==> config.mk <==
export PLATFORM = sky130hd
export DESIGN_NAME = activity_accumulator_flat
export DESIGN_NICKNAME = d
export VERILOG_FILES = /design/src/rtl/activity_accumulator_pkg.sv /design/src/rtl/activity_accumulator_if.sv /design/src/rtl/activity_accumulator_decay_ticker.sv /design/src/rtl/activity_accumulator.sv /design/src/flat_wrapper.sv
export SDC_FILE = /design/constraint.sdc
export NUM_CORES = 1
export LEC_CHECK = 0
export CORE_MARGIN = 1.5
export CORE_UTILIZATION = 30
export CTS_BUF_LIST = sky130_fd_sc_hd__clkbuf_4 sky130_fd_sc_hd__clkbuf_8
export CTS_CLUSTER_SIZE = 8
export DETAILED_ROUTE_END_ITERATION = 10
export GPL_ROUTABILITY_DRIVEN = 0
export HOLD_SLACK_MARGIN = 0.02
export PLACE_DENSITY = 0.54
export SKIP_LAST_GASP = 1
export SLEW_MARGIN = 25
export SYNTH_ARGS = -nofsm -noshare
export SYNTH_HDL_FRONTEND = slang
export SYNTH_SLANG_ARGS = --single-unit
==> constraint.sdc <==
create_clock -name clk -period 5.12 [get_ports clk]
set_input_delay 1.024 -clock clk [delete_from_list [all_inputs] [get_ports clk]]
set_output_delay 1.024 -clock clk [all_outputs]
set_load 0.03 [all_outputs]
==> src/rtl/activity_accumulator_pkg.sv <==
// Shared types and constants for the activity accumulator.
package activity_accumulator_pkg;

   typedef enum logic [1:0] {
      ST_OFF,
      ST_RUN,
      ST_DRAIN
   } state_e;

   localparam int unsigned ACT_WIDTH = 16;
   localparam logic [ACT_WIDTH-1:0] ACT_MAX = '1;

endpackage

==> src/rtl/activity_accumulator_if.sv <==
// Spike/control inputs and the activity bus toward the level monitor.
interface activity_accumulator_if
   import activity_accumulator_pkg::*;
#(
   parameter int unsigned WIDTH = ACT_WIDTH
) ();

   logic             enable;
   logic             clear;
   logic             spike_valid;
   logic [7:0]       spike_weight;
   logic [WIDTH-1:0] activity;
   logic             activity_valid;
   logic             saturated;
   logic             idle;

   // Event source / controller side.
   modport master (
      output enable, clear, spike_valid, spike_weight,
      input  activity, activity_valid, saturated, idle
   );

   // Accumulator side.
   modport slave (
      input  enable, clear, spike_valid, spike_weight,
      output activity, activity_valid, saturated, idle
   );

endinterface

==> src/rtl/activity_accumulator_decay_ticker.sv <==
// Decay ticker: free-running period counter that pulses once per DECAY_PERIOD cycles.
module activity_accumulator_decay_ticker #(
   parameter int unsigned DECAY_PERIOD = 64
) (
   input  logic clk,
   input  logic reset,
   input  logic i_run,
   input  logic i_restart,
   output logic o_tick
);

   localparam int unsigned CNT_W = (DECAY_PERIOD > 2) ? $clog2(DECAY_PERIOD) : 1;
   localparam logic [CNT_W-1:0] CNT_LAST = CNT_W'(DECAY_PERIOD - 1);

   logic [CNT_W-1:0] r_cnt;

   // Tick on the last count of the period, only while running.
   always_comb begin
      o_tick = i_run && (r_cnt == CNT_LAST);
   end

   // Count while running; held at zero when stopped, on restart and after each tick.
   always_ff @(posedge clk) begin
      if (reset) begin
         r_cnt <= '0;
      end else if (i_restart || !i_run || o_tick) begin
         r_cnt <= '0;
      end else begin
         r_cnt <= r_cnt + 1'b1;
      end
   end

endmodule

==> src/rtl/activity_accumulator.sv <==
// Leaky, saturating integrator of weighted spikes producing the activity word.
module activity_accumulator
   import activity_accumulator_pkg::*;
#(
   parameter int unsigned WIDTH        = ACT_WIDTH,
   parameter int unsigned WEIGHT_SHIFT = 4,
   parameter int unsigned DECAY_SHIFT  = 4,
   parameter int unsigned DECAY_PERIOD = 64
) (
   input logic                  clk,
   input logic                  reset,
   activity_accumulator_if.slave bus
);

   state_e           r_state;
   state_e           w_state_next;
   logic [WIDTH-1:0] r_act;
   logic             r_valid;
   logic             r_sat;

   logic             w_tick;
   logic             w_run;
   logic             w_add;
   logic [WIDTH-1:0] w_step;
   logic [WIDTH-1:0] w_decayed;
   logic [WIDTH:0]   w_inc;
   logic [WIDTH:0]   w_sum;
   logic [WIDTH-1:0] w_act_next;

   assign w_run = (r_state != ST_OFF);
   assign w_add = (r_state == ST_RUN) && bus.spike_valid;

   activity_accumulator_decay_ticker #(
      .DECAY_PERIOD(DECAY_PERIOD)
   ) u_ticker (
      .clk      (clk),
      .reset    (reset),
      .i_run    (w_run),
      .i_restart(bus.clear),
      .o_tick   (w_tick)
   );

   // Decay first, then spike add with one carry bit, then saturate; clear overrides all.
   always_comb begin
      w_step = r_act >> DECAY_SHIFT;
      if (w_step == '0 && r_act != '0) begin
         w_step = WIDTH'(1);  // minimum step so the word always reaches zero
      end
      w_decayed = w_tick ? (r_act - w_step) : r_act;
      w_inc     = {{(WIDTH - 7){1'b0}}, bus.spike_weight} << WEIGHT_SHIFT;
      w_sum     = {1'b0, w_decayed} + (w_add ? w_inc : '0);
      if (bus.clear) begin
         w_act_next = '0;
      end else if (w_sum[WIDTH]) begin
         w_act_next = '1;
      end else begin
         w_act_next = w_sum[WIDTH-1:0];
      end
   end

   // State register.
   always_ff @(posedge clk) begin
      if (reset) begin
         r_state <= ST_OFF;
      end else begin
         r_state <= w_state_next;
      end
   end

   // Next state; leaving RUN/DRAIN looks at the value being written this cycle.
   always_comb begin
      w_state_next = r_state;
      if (bus.clear) begin
         w_state_next = bus.enable ? ST_RUN : ST_OFF;
      end else begin
         case (r_state)
            ST_OFF: begin
               if (bus.enable) w_state_next = ST_RUN;
            end
            ST_RUN: begin
               if (!bus.enable) w_state_next = (w_act_next == '0) ? ST_OFF : ST_DRAIN;
            end
            ST_DRAIN: begin
               if (bus.enable)             w_state_next = ST_RUN;
               else if (w_act_next == '0) w_state_next = ST_OFF;
            end
            default: w_state_next = ST_OFF;
         endcase
      end
   end

   // Activity word, sample strobe and saturation flag registers.
   always_ff @(posedge clk) begin
      if (reset) begin
         r_act   <= '0;
         r_valid <= 1'b0;
         r_sat   <= 1'b0;
      end else begin
         r_act   <= w_act_next;
         r_valid <= w_tick;
         r_sat   <= (w_act_next == '1);
      end
   end

   // Drive the bus outputs.
   always_comb begin
      bus.activity       = r_act;
      bus.activity_valid = r_valid;
      bus.saturated      = r_sat;
      bus.idle           = (r_state == ST_OFF) && (r_act == '0);
   end

endmodule

==> src/flat_wrapper.sv <==
// flat-port wrapper written by rule: the top's interface ports become plain ports
module activity_accumulator_flat import activity_accumulator_pkg::*;
#(
   parameter int unsigned WIDTH        = ACT_WIDTH,
   parameter int unsigned WEIGHT_SHIFT = 4,
   parameter int unsigned DECAY_SHIFT  = 4,
   parameter int unsigned DECAY_PERIOD = 64
)
  (clk, reset, bus_enable, bus_clear, bus_spike_valid, bus_spike_weight, bus_activity, bus_activity_valid, bus_saturated, bus_idle);
  activity_accumulator_if #(.WIDTH(WIDTH)) bus_i ();
  input logic clk;
  input logic reset;
  input wire logic [$bits(bus_i.enable)-1:0] bus_enable;
  input wire logic [$bits(bus_i.clear)-1:0] bus_clear;
  input wire logic [$bits(bus_i.spike_valid)-1:0] bus_spike_valid;
  input wire logic [$bits(bus_i.spike_weight)-1:0] bus_spike_weight;
  output wire logic [$bits(bus_i.activity)-1:0] bus_activity;
  output wire logic [$bits(bus_i.activity_valid)-1:0] bus_activity_valid;
  output wire logic [$bits(bus_i.saturated)-1:0] bus_saturated;
  output wire logic [$bits(bus_i.idle)-1:0] bus_idle;
  assign bus_i.enable = bus_enable;
  assign bus_i.clear = bus_clear;
  assign bus_i.spike_valid = bus_spike_valid;
  assign bus_i.spike_weight = bus_spike_weight;
  assign bus_activity = bus_i.activity;
  assign bus_activity_valid = bus_i.activity_valid;
  assign bus_saturated = bus_i.saturated;
  assign bus_idle = bus_i.idle;
  activity_accumulator #(.WIDTH(WIDTH), .WEIGHT_SHIFT(WEIGHT_SHIFT), .DECAY_SHIFT(DECAY_SHIFT), .DECAY_PERIOD(DECAY_PERIOD)) u_core (.clk(clk), .reset(reset), .bus(bus_i));
endmodule
==> results.toml <==
[synthesis]
ys_seq_elements = 26
yosysUniqueCellTypes = 58
synth-edff-count = 0
synthesis.area_um2 = 2310
synthFlopType = "dfxtp_1"
syn_nets = 332
yosysSeqAreaShare_pct = 22.6
synth_cells = 295
yosys_warnings = 0
synthArstFlopShare_pct = 0
synth.avg_cell_area_um2 = 7.82

[placement]
io_buffer_count = 31
post-dp-hpwl_mm = 5.30
place_inst = 427

[pwr]
p_int_w = 0.000348
power_frac_comb_pct = 18.3
p_seq_share_pct = 44.5
ir_drop_mv = 0.0986
clkPwrFrac_pct = 37.2
powerDensity_nw_per_um2 = 161
p_leak_nw = 1.11
power.switching_w = 0.000114
netSwitchingFraction_pct = 24.7

[global_routing]
use_met2_pct = 27.9
grt_first_pass_wirelength_mm = 11.0
gr-max-usage-layer = "met2"
grt_antenna_before_repair = 0
grt_pass1_vias = 2263
grt_use_total_pct = 16.3
grt_max_degree = 22
use_met1_pct = 22.0
grt_overflow_total = 0
met3_usage_pct = 1.85

[clock_network]
cts_setup_buffers = 0
numCtsBuffers = 3
cts_root_buf = "clkbuf_8"
ctsResizeCount = 0
cts_tree = "yes"
cts-htree-levels = 1
clock-sinks = 26
holdBufCountCts = 0
clock_path_buffers = 2
path_clk_slew_ns = 0.10
clk_latency_ns = 0.27

[route]
drt_iter0_markers = 83
vias_per_cell = 5.17
wire_per_inst_um = 15.2
routed-via-count = 2227
ant_nets = 0
routed_wl_mm = 6.55
firstDrtPassIters = 4
drc = 0

[sta]
fin_crit_sh_pct = 94.4
report.final.slew_viol_count = 0
worstMarginPinSlew_ns = 0.554
fin_tns_setup_ns = 0
relSlewSlack_pct = 62.7
hold_viol_final = 0
min_period_ns = 4.83
rsz0062_at_grt = "no"
fmax_ghz = 0.207
finalSetupViolations = 0
clock_skew_ns = 0.00496

[cells_and_area]
stdcell_count = 431
drive_gt1_share_pct = 9.04
nets = 370
n_fill_cell = 761
synthToLayoutAreaGrowth_pct = 24.2
insertedDiodeCount = 0

[floorplan]
num_rows = 31
coreArea_um2 = 7330
initial_core_util_pct = 31.5
die_height_um = 90.7
dieArea_um2 = 8230
ioPinCount = 32
die_x_um = 90.7

[critical_path]
startpoint_type = "flip-flop"
worstSetupEndpoint = "u_core.r_state[1]"
rr_endpoint = "u_core.r_state[1]"
worstSetupPathType = "reg -> reg"
crit_fanout = 7
r2r_cells = 19
r2r_setup_slack_ns = 0.29
cp.arrival_ns = 4.97
crit_path_end_kind = "flip-flop"
crit_path_start = "u_core.bus.activity[1]"
reg2reg_from = "u_core.bus.activity[1]"
critPathRequiredTime_ns = 5.26

[worst_hold_path]
hold_class = "reg -> reg"
hp-start = "u_core.u_ticker.r_cnt[0]"

[outcome]
outcome = "finished, final reports clean"

[flow_run]
drv_cap = 0
## cells in the mapped netlist (all sizes together), types with 2 or more instances
cell type	count	area [um2]
o21bai	3	22.5
ha	22	275
or4	2	15.0
nand3	6	30.0
o21ai	13	65.1
nor3	7	35.0
inv	22	82.6
buf	3	20.0
o31ai	3	22.5
nand4	3	18.8
a21oi	32	164
nor2	24	90.1
xnor2	11	96.3
nor4	4	25.0
a21o	3	22.5
a211oi	4	30.0
o211ai	5	37.5
o21ba	2	26.3
dfxtp	26	521
a2111oi	3	52.6
nand2	20	75.1
and2	9	56.3
xor2	11	96.3
or2	5	31.3
clkbuf	6	22.5
fa	2	40.0
and3	6	40.0
mux2i	2	20.0
nand2b	9	56.3
or3	6	43.8
a31oi	4	25.0
a311oi	2	17.5
## critical path: stages (launching register included)
cell	delay (ns)
dfxtp_1	0.39
nor4_2	0.34
o21bai_1	0.10
ha_1	0.21
fa_1	0.40
nand2b_1	0.19
a21oi_2	0.29
o21ba_4	0.24
o21ai_0	0.08
nand2b_1	0.10
xnor2_1	0.13
o21ai_0	0.10
ha_1	0.33
or2_2	0.29
a21oi_1	0.15
a21o_1	0.18
and3_2	0.19
or4b_1	0.47
a2111oi_1	0.40
a21oi_1	0.12
## how the worst min path moves through the flow
stage / depth (start not counted) / slack (ns) / end
floorplan: 1 / 0.41 / u_core.u_ticker.r_cnt[0]
global placement: 1 / 0.43 / u_core.u_ticker.r_cnt[0]
detailed placement: 1 / 0.44 / u_core.u_ticker.r_cnt[0]
CTS: 1 / 0.45 / u_core.u_ticker.r_cnt[0]
global route: 1 / 0.46 / u_core.u_ticker.r_cnt[0]
finish: 1 / 0.45 / u_core.u_ticker.r_cnt[0]
## final cells by class
| cell class | instances | area [um2] | area share, % |
|---|---|---|---|
| clock inverter | 1 | 30.0 | 1.05 |
| inverter | 22 | 82.6 | 2.88 |
| multi-input combinational | 238 | 1670 | 58.4 |
| tap | 99 | 124 | 4.32 |
| clock buffer | 3 | 41.3 | 1.44 |
| timing repair buffer | 42 | 393 | 13.7 |
| sequential | 26 | 522 | 18.2 |
## registers in the layout, indices dropped and copies added, names as in the netlist
name                       count
u_core.bus.activity_valid      1
u_core.bus.saturated           1
u_core.u_ticker.r_cnt          6
u_core.r_state                 2
u_core.bus.activity           16
## through the flow
stage | hold slack [ns] | power [W] | instance area (um2) | utilization, % | setup slack (ns)
3_5_place_dp | 0.435 | 0.000294 | 2780 | 37.9 | 0.264
2_1_floorplan | 0.413 | 0.000266 | 2310 | - | 0.577
6_report | 0.449 | 0.000462 | 2870 | 39.1 | 0.285
3_3_place_gp | 0.431 | 0.000295 | 2780 | 37.9 | 0.262
5_1_grt | 0.464 | 0.000485 | 2870 | 39.1 | 0.0201
4_1_cts | 0.450 | 0.000470 | 2850 | 38.9 | 0.218
## per-layer routing
layer | routed length [um] | vias to the layer above
li1 | - | 1137
met1 | 3210 | 1040
met2 | 3080 | 46
met3 | 211 | 4
met4 | 51 | 0
met5 | 0 | -
## cell usage in the layout (no fill, tap or decap), types with 3 or more instances in the layout
cell and count:
and3_1 4, buf_4 11, a211oi_1 4, a31oi_1 4, a21o_1 3, xor2_1 11, xnor2_1 11, nand2_1 20
nor4_1 3, inv_1 22, clkbuf_8 3, or2_2 3, nor3_1 6, o21ai_0 12, o21bai_1 3, or3_1 4
nand2b_1 9, a21oi_1 31, ha_1 22, nand3_1 6, o31ai_1 3, dfxtp_1 25, nand4_1 3, clkdlybuf4s50_1 31
nor2_1 24, o211ai_1 5, and2_1 9
## power by group through the flow
stage               Sequential (W)  Combinational, W  Clock, W
floorplan                 0.000212         0.0000541         0
global placement          0.000210         0.0000849         0
detailed placement        0.000210         0.0000836         0
CTS                       0.000206         0.0000843  0.000180
global route              0.000206         0.0000930  0.000186
finish                    0.000205         0.0000843  0.000172
## cell families after synthesis
group	count (synthesis)	share of synthesized area, %
xor gates and xnor gates	22	8.35
buffers and inverters	31	5.42
DFF	26	22.6
AOI/OAI and AO/OA	83	24.4
and+or+nand+nor	107	24.7
adders and majority gates	24	13.7
muxes	2	0.868
Note: power is estimated with default switching activity, not from simulation.
